## src/rtl/spi_ram_pkg.sv

```systemverilog
// spi_ram_pkg
//   Shared definitions for the SPI-to-RAM bridge: the bridge FSM state
//   type, the 2-bit command encodings and the command field width.
//   No ports; imported by spi_ram_bridge and spi_ram_mem.
package spi_ram_pkg;

    localparam int CMD_W = 2;

    typedef enum logic [2:0] {
        IDLE,
        CHK_CMD,
        WRITE,
        READ_ADD,
        READ_DATA
    } state_t;

    localparam logic [CMD_W-1:0] CMD_WR_ADDR = 2'b00;
    localparam logic [CMD_W-1:0] CMD_WR_DATA = 2'b01;
    localparam logic [CMD_W-1:0] CMD_RD_ADDR = 2'b10;
    localparam logic [CMD_W-1:0] CMD_RD_DATA = 2'b11;

    // Payload field is wide enough to carry either an address or a data word.
    function automatic int payload_width(input int addr_w, input int data_w);
        return (addr_w > data_w) ? addr_w : data_w;
    endfunction

endpackage

```

## src/rtl/spi_ram_mem.sv

```systemverilog
// spi_ram_mem
//   Synchronous single-port RAM with one cycle of read latency. The read
//   port samples addr on every rising edge; a read during a write returns
//   the old word. Addresses at or above MEM_DEPTH are not backed by storage:
//   writes there are dropped and reads return all zeros.
//   Ports:
//     clk    in   clock
//     we     in   write enable
//     addr   in   word address [ADDR_W-1:0]
//     wdata  in   write data   [DATA_W-1:0]
//     rdata  out  read data    [DATA_W-1:0], registered
module spi_ram_mem
    import spi_ram_pkg::*;
#(
    parameter int DATA_W    = 8,
    parameter int ADDR_W    = 8,
    parameter int MEM_DEPTH = 256
) (
    input  logic              clk,
    input  logic              we,
    input  logic [ADDR_W-1:0] addr,
    input  logic [DATA_W-1:0] wdata,
    output logic [DATA_W-1:0] rdata
);

    localparam int IDX_W = (MEM_DEPTH > 1) ? $clog2(MEM_DEPTH) : 1;
    localparam logic [ADDR_W:0] DEPTH_V = (ADDR_W+1)'(MEM_DEPTH);

    logic [DATA_W-1:0] mem [MEM_DEPTH];
    logic              in_range;
    logic [IDX_W-1:0]  idx;

    assign in_range = ({1'b0, addr} < DEPTH_V);
    assign idx      = addr[IDX_W-1:0];

    always_ff @(posedge clk) begin
        if (we && in_range) begin
            mem[idx] <= wdata;
        end
        rdata <= in_range ? mem[idx] : '0;
    end

endmodule

```

## src/rtl/spi_ram_bridge.sv

```systemverilog
// spi_ram_bridge
//   SPI slave (mode-0 style sampling on clk) that gives a host access to a
//   small RAM. Each frame is CMD_W command bits followed by a payload of
//   max(ADDR_W, DATA_W) bits, MSB first on MOSI:
//     00 load write address     01 write data at write address
//     10 load read address      11 read data at read address (needs a
//                                  prior 10); data returns on MISO
//   Optional build macro SPI_RAM_AUTOINC_EN: write address advances after
//   each data write and read address advances after each data read (read
//   address stays valid), both wrapping at MEM_DEPTH-1. Without it, a data
//   read consumes the read address.
//   Ports:
//     clk    in   clock, rising edge
//     rst_n  in   synchronous active-low reset
//     SS_n   in   slave select, active low; high outside IDLE aborts frame
//     MOSI   in   serial data in, MSB first
//     MISO   out  serial read data, MSB first; 0 when not shifting data
//
//   state     | meaning
//   ----------+----------------------------------------------------------
//   IDLE      | waiting for SS_n low (after SS_n has been seen high)
//   CHK_CMD   | sampling cmd[1] to choose write or read path
//   WRITE     | shifting cmd[0] + payload of a write-path frame
//   READ_ADD  | shifting a read-path frame with no valid read address
//   READ_DATA | shifting a read-path frame, then serialising read data
module spi_ram_bridge
    import spi_ram_pkg::*;
#(
    parameter int DATA_W    = 8,
    parameter int ADDR_W    = 8,
    parameter int MEM_DEPTH = 256
) (
    input  logic clk,
    input  logic rst_n,
    input  logic SS_n,
    input  logic MOSI,
    output logic MISO
);

    localparam int PAYLOAD_W = payload_width(ADDR_W, DATA_W);
    localparam int FRAME_W   = PAYLOAD_W + CMD_W;
    localparam int CNT_W     = $clog2(FRAME_W + DATA_W + 1);

    // bit_cnt counts edges since CHK_CMD. Values of note:
    //   LAST_BIT: edge that samples the final payload bit
    //   LOAD_CNT: RAM data is available, first MISO bit is driven
    //   END_CNT : last MISO bit has been shown, frame finishes
    localparam logic [CNT_W-1:0] LAST_BIT = CNT_W'(FRAME_W - 2);
    localparam logic [CNT_W-1:0] LOAD_CNT = CNT_W'(FRAME_W);
    localparam logic [CNT_W-1:0] END_CNT  = CNT_W'(FRAME_W + DATA_W);

`ifdef SPI_RAM_AUTOINC_EN
    localparam logic [ADDR_W-1:0] LAST_ADDR = ADDR_W'(MEM_DEPTH - 1);

    function automatic logic [ADDR_W-1:0] next_addr(input logic [ADDR_W-1:0] a);
        return (a == LAST_ADDR) ? '0 : a + ADDR_W'(1);
    endfunction
`endif

    state_t               state;
    logic [CNT_W-1:0]     bit_cnt;
    logic [PAYLOAD_W-1:0] shift_reg;
    logic                 cmd_hi;
    logic [ADDR_W-1:0]    wr_addr;
    logic [ADDR_W-1:0]    rd_addr;
    logic                 rd_addr_valid;
    // Set once SS_n is seen high; a new frame may only start when set, so a
    // select held low past the end of a frame does not start another one.
    logic                 armed;
    logic                 mem_we;
    logic [ADDR_W-1:0]    mem_addr;
    logic [DATA_W-1:0]    mem_wdata;
    logic [DATA_W-1:0]    mem_rdata;
    logic [DATA_W-1:0]    rd_shift;

    // Frame contents including the bit being sampled on this edge.
    logic [PAYLOAD_W:0]   frame_next;
    logic [CMD_W-1:0]     cmd_full;
    logic [ADDR_W-1:0]    frame_addr;
    logic [DATA_W-1:0]    frame_data;

    assign frame_next = {shift_reg, MOSI};
    assign cmd_full   = {cmd_hi, frame_next[PAYLOAD_W]};
    assign frame_addr = frame_next[ADDR_W-1:0];
    assign frame_data = frame_next[DATA_W-1:0];

    spi_ram_mem #(
        .DATA_W    (DATA_W),
        .ADDR_W    (ADDR_W),
        .MEM_DEPTH (MEM_DEPTH)
    ) u_mem (
        .clk   (clk),
        .we    (mem_we),
        .addr  (mem_addr),
        .wdata (mem_wdata),
        .rdata (mem_rdata)
    );

    always_ff @(posedge clk) begin
        if (!rst_n) begin
            state         <= IDLE;
            MISO          <= 1'b0;
            shift_reg     <= '0;
            bit_cnt       <= '0;
            cmd_hi        <= 1'b0;
            wr_addr       <= '0;
            rd_addr       <= '0;
            rd_addr_valid <= 1'b0;
            armed         <= 1'b0;
            mem_we        <= 1'b0;
            mem_addr      <= '0;
            mem_wdata     <= '0;
            rd_shift      <= '0;
        end else begin
            mem_we <= 1'b0;
            if (SS_n) begin
                armed <= 1'b1;
            end

            if (SS_n && (state != IDLE)) begin
                state   <= IDLE;
                MISO    <= 1'b0;
                bit_cnt <= '0;
            end else begin
                case (state)
                    IDLE: begin
                        MISO    <= 1'b0;
                        bit_cnt <= '0;
                        if (!SS_n && armed) begin
                            state <= CHK_CMD;
                            armed <= 1'b0;
                        end
                    end

                    CHK_CMD: begin
                        MISO      <= 1'b0;
                        cmd_hi    <= MOSI;
                        shift_reg <= '0;
                        bit_cnt   <= '0;
                        if (!MOSI) begin
                            state <= WRITE;
                        end else if (rd_addr_valid) begin
                            state <= READ_DATA;
                        end else begin
                            state <= READ_ADD;
                        end
                    end

                    WRITE: begin
                        shift_reg <= frame_next[PAYLOAD_W-1:0];
                        bit_cnt   <= bit_cnt + 1'b1;
                        if (bit_cnt == LAST_BIT) begin
                            state   <= IDLE;
                            bit_cnt <= '0;
                            case (cmd_full)
                                CMD_WR_ADDR: wr_addr <= frame_addr;
                                CMD_WR_DATA: begin
                                    // Registered request; the RAM commits
                                    // it on the following edge.
                                    mem_we    <= 1'b1;
                                    mem_addr  <= wr_addr;
                                    mem_wdata <= frame_data;
`ifdef SPI_RAM_AUTOINC_EN
                                    wr_addr   <= next_addr(wr_addr);
`endif
                                end
                                default: ;
                            endcase
                        end
                    end

                    READ_ADD: begin
                        shift_reg <= frame_next[PAYLOAD_W-1:0];
                        bit_cnt   <= bit_cnt + 1'b1;
                        if (bit_cnt == LAST_BIT) begin
                            state   <= IDLE;
                            bit_cnt <= '0;
                            // A data read without a loaded address is dropped.
                            if (cmd_full == CMD_RD_ADDR) begin
                                rd_addr       <= frame_addr;
                                rd_addr_valid <= 1'b1;
                            end
                        end
                    end

                    READ_DATA: begin
                        bit_cnt <= bit_cnt + 1'b1;
                        if (bit_cnt < LAST_BIT) begin
                            shift_reg <= frame_next[PAYLOAD_W-1:0];
                        end else if (bit_cnt == LAST_BIT) begin
                            shift_reg <= frame_next[PAYLOAD_W-1:0];
                            if (cmd_full == CMD_RD_DATA) begin
                                mem_addr <= rd_addr;
                            end else begin
                                state   <= IDLE;
                                bit_cnt <= '0;
                                if (cmd_full == CMD_RD_ADDR) begin
                                    rd_addr       <= frame_addr;
                                    rd_addr_valid <= 1'b1;
                                end
                            end
                        end else if (bit_cnt == LOAD_CNT) begin
                            MISO     <= mem_rdata[DATA_W-1];
                            rd_shift <= {mem_rdata[DATA_W-2:0], 1'b0};
                        end else if (bit_cnt == END_CNT) begin
                            MISO    <= 1'b0;
                            state   <= IDLE;
                            bit_cnt <= '0;
`ifdef SPI_RAM_AUTOINC_EN
                            rd_addr <= next_addr(rd_addr);
`else
                            rd_addr_valid <= 1'b0;
`endif
                        end else if (bit_cnt > LOAD_CNT) begin
                            MISO     <= rd_shift[DATA_W-1];
                            rd_shift <= {rd_shift[DATA_W-2:0], 1'b0};
                        end
                        // bit_cnt == LAST_BIT+1: RAM read in flight, hold.
                    end

                    default: begin
                        state   <= IDLE;
                        MISO    <= 1'b0;
                        bit_cnt <= '0;
                    end
                endcase
            end
        end
    end

endmodule
```

## config.mk

```make
export PLATFORM = sky130hd
export DESIGN_NAME = spi_ram_bridge
export DESIGN_NICKNAME = d
export VERILOG_FILES = /design/src/rtl/spi_ram_pkg.sv /design/src/rtl/spi_ram_mem.sv /design/src/rtl/spi_ram_bridge.sv
export SDC_FILE = /design/constraint.sdc
export NUM_CORES = 2
export LEC_CHECK = 0
export BUFFER_PORTS_ARGS = -buffer_cell sky130_fd_sc_hd__buf_2
export CAP_MARGIN = 10
export CORE_MARGIN = 4
export CORE_UTILIZATION = 35
export CTS_BUF_LIST = sky130_fd_sc_hd__clkbuf_2
export DETAILED_ROUTE_END_ITERATION = 6
export REMOVE_ABC_BUFFERS = 1
export SLEW_MARGIN = 20
export SYNTH_ARGS = -nofsm -noshare
export SYNTH_HDL_FRONTEND = slang
export SYNTH_SLANG_ARGS = --single-unit
```

## constraint.sdc

```tcl
create_clock -name clk -period 5.05 [get_ports clk]
set_clock_uncertainty 0.15 [all_clocks]
set_input_delay 1.01 -clock clk [delete_from_list [all_inputs] [get_ports clk]]
set_output_delay 1.01 -clock clk [all_outputs]
set_load 0.02 [all_outputs]
```

==> metrics.txt <==
outcome=completed; most frequent cells in the layout=2048 x edfxtp_1, 783 x clkbuf_2, 512 x mux4_2, 265 x nor2_1, 256 x a22oi_1; Fmax=230 MHz; port bufs=4; clk buf depth=4; Critical Path Max Stage Delay=0.91 ns; Peak VDD IR=0.263 mV; min cycle time layout=4.35 ns; HP Class=input port to flop; Static Leak=0.0235 uW; Worst path slowest cell=o41ai_1; commonest non-fill, non-tap cell in the layout=edfxtp_1; CTS root buf=clkbuf_2; crit start category=flop; First-pass DRT Iterations=5; final setup vio count=0; Cell Rows=176; worst path required time=6.42 ns; flip-flop and latch count after synthesis=2116; RSZ-0062 raised after global routing=no; DRC viols=0; Via density=5.31; final RePlAce weighted congestion=0.796; Post-Synthesis Cells=3821; YS warnings=0; CTS sink count=2116; power per cell area=331 nW/um^2; antenna-violating nets left=0; largest net degree at the start of global routing=218; Worst Hold Slack=0.294 ns; WL/cell=25.6 microns; placed insts=6868; Die Height=489 microns; Rel. slew slack=22.1%; sequential share of the synthesized area=77.5%; TritonCTS clock tree=built; Slew @ Worst Pin=1.17 ns; vias in the first global route=43100; IO Pins=5; via count=41500; GRT Util Overall=16.6%; max reg flops=2048; clk slew on worst S/H paths=0.10 ns; area delta synth->final=12.1%; Final nets=4417; syn_area_per_cell=21.2 sq um; DRT Wirelength=200000 microns; Critical Path End Type=flop; register bank with the most flops=u_mem.mem; Storage cell area=62900 sq um; Layout fillers=20800; Initial Util=35.2%; max-slew violation count=0; hpwl dp=113000 microns; die width=489 microns; first-pass GRT wire length=291000 microns; share of cells above drive strength 1=34.3%; crit-path cells=buf_12 -> mux4_2 -> a22oi_1 -> a21oi_1 -> o41ai_1 -> buf_4 -> nand4_1; Core ar.=230000 sq um; die area=239000 sq um; Max Cap Viol=0; Final Util=39.5%; Iter 0 DRT Violations=4409; Mapped Area=81100 sq um; data arrival at the endpoint of the critical path=5.72 ns; Num CTS Buffers=554; Final Instance Count excl. Fillers=7807; Remaining Overflow, GRT=0; critical path class=flop to flop; Synth cell types=42; Hold Violations, Final=0; area occupied by multi-input gates=17100 sq um; clk_lat worst skew=1.79 ns; initial antenna violation count=8; Worst Path Max Fanout=118; period utilization=86.1%; Final TNS setup=0 ns; # H-tree levels=6; post-cts resize count=0
[worst max-delay path, delay by kind of cell (launching register included)]
family,cells,cell delay (ns)
mux,1,0.45
buf+inv,2,0.88
compound gates,3,1.57
flops,1,0.82
simple gates,1,0.10
[worst paths after layout]
check / from / end / slack [ns] / depth (start not counted)
worst min-delay path: SS_n / shift_reg[6]$_SDFFE_PN0P_ / 0.29 / 5
worst min register to register: bit_cnt[0]$_SDFF_PP0_ / bit_cnt[0]$_SDFF_PP0_ / 0.32 / 1
worst max register to register: mem_addr[1]$_SDFFE_PN0P_ / u_mem.rdata[5]$_DFF_P_ / 0.70 / 7
worst max-delay path: mem_addr[1]$_SDFFE_PN0P_ / u_mem.rdata[5]$_DFF_P_ / 0.70 / 7
[synthesized netlist by cell type (all sizes together)]
master   instances  area (sq um)
nand3b           2          15.0
inv              8          30.0
clkinv           1          3.75
nand4           10          62.6
o211a            1          10.0
a21o             2          15.0
nor3            48           240
dfxtp           68          1360
o21ai            4          20.0
a2111oi          1          27.5
mux4           512         11500
edfxtp        2048         61500
nor4bb           3          30.0
nand2b          10          62.6
a31oi            1          6.26
nor2           269          1010
ha               3          37.5
nand4bb          1          11.3
a211oi          15           113
or3b             1          8.76
nand2           39           146
a211o            1          8.76
buf            106           666
nor2b           10          62.6
o211ai           1          7.51
xnor2            2          17.5
nand3           21           105
xor2             1          8.76
nor3b            4          30.0
mux2i           41           410
and2             3          18.8
o41ai           32           280
o22ai            1          6.26
a21oi          144           724
o21bai           2          15.0
a22oi          256          1920
clkbuf         145           544
or2              4          25.0
[power by group]
group	leakage, uW	switching, uW	total (uW)	internal [uW]
combinational	0.00520	18.6	27.9	9.26
clock	0.00361	6730	11200	4430
sequential	0.0147	2.28	18900	18900
total	0.0235	6750	30100	23400
[stage by stage]
| step | worst slack, ns | instance area (sq um) | total power (uW) |
|---|---|---|---|
| after floorplan | -22.28 | 79900 | 19300 |
| after global placement | 0.230 | 86000 | 19300 |
| after detailed placement | 0.726 | 86100 | 19300 |
| after CTS | 0.709 | 90800 | 30500 |
| after global routing | 0.528 | 90900 | 31500 |
| final | 0.704 | 90900 | 30100 |
[area by class of cell]
cell class	count	share of cell area, %
repair buffers	284	2.71
clock inverters	137	0.775
inverters	9	0.0372
diodes	7	0.0193
well taps	3026	4.17
multi-input cells	1445	18.8
flip-flops and latches	2116	69.2
clock buffers	783	4.31
[cell families (layout without fill, tap and decap cells)]
group,count (synthesis),after routing,synth area share [%]
simple gates,425,425,2.25
xor+xnor,3,3,0.0324
buf+inv,260,1213,1.53
other cells,0,7,0
mux,553,553,14.7
fa+ha+maj,3,3,0.0463
compound gates,461,461,3.89
flops,2116,2116,77.5
[layer usage]
layer  global-route usage [%]  routed length, microns  part of all wire [%]
met3                     4.35                   15900                   8.0
met5                    0.141                      39                 0.020
met2                     25.9                   95600                    48
met4                     6.69                    6530                   3.3
met1                     22.1                   81700                    41
[timing repair]
action | 4_1_cts | 5_1_grt
hold buffers | 10 | 0
buffers inserted | 0 | 0
hold endpoints to repair | 60 | 0
(Power assumes the default switching activity.)
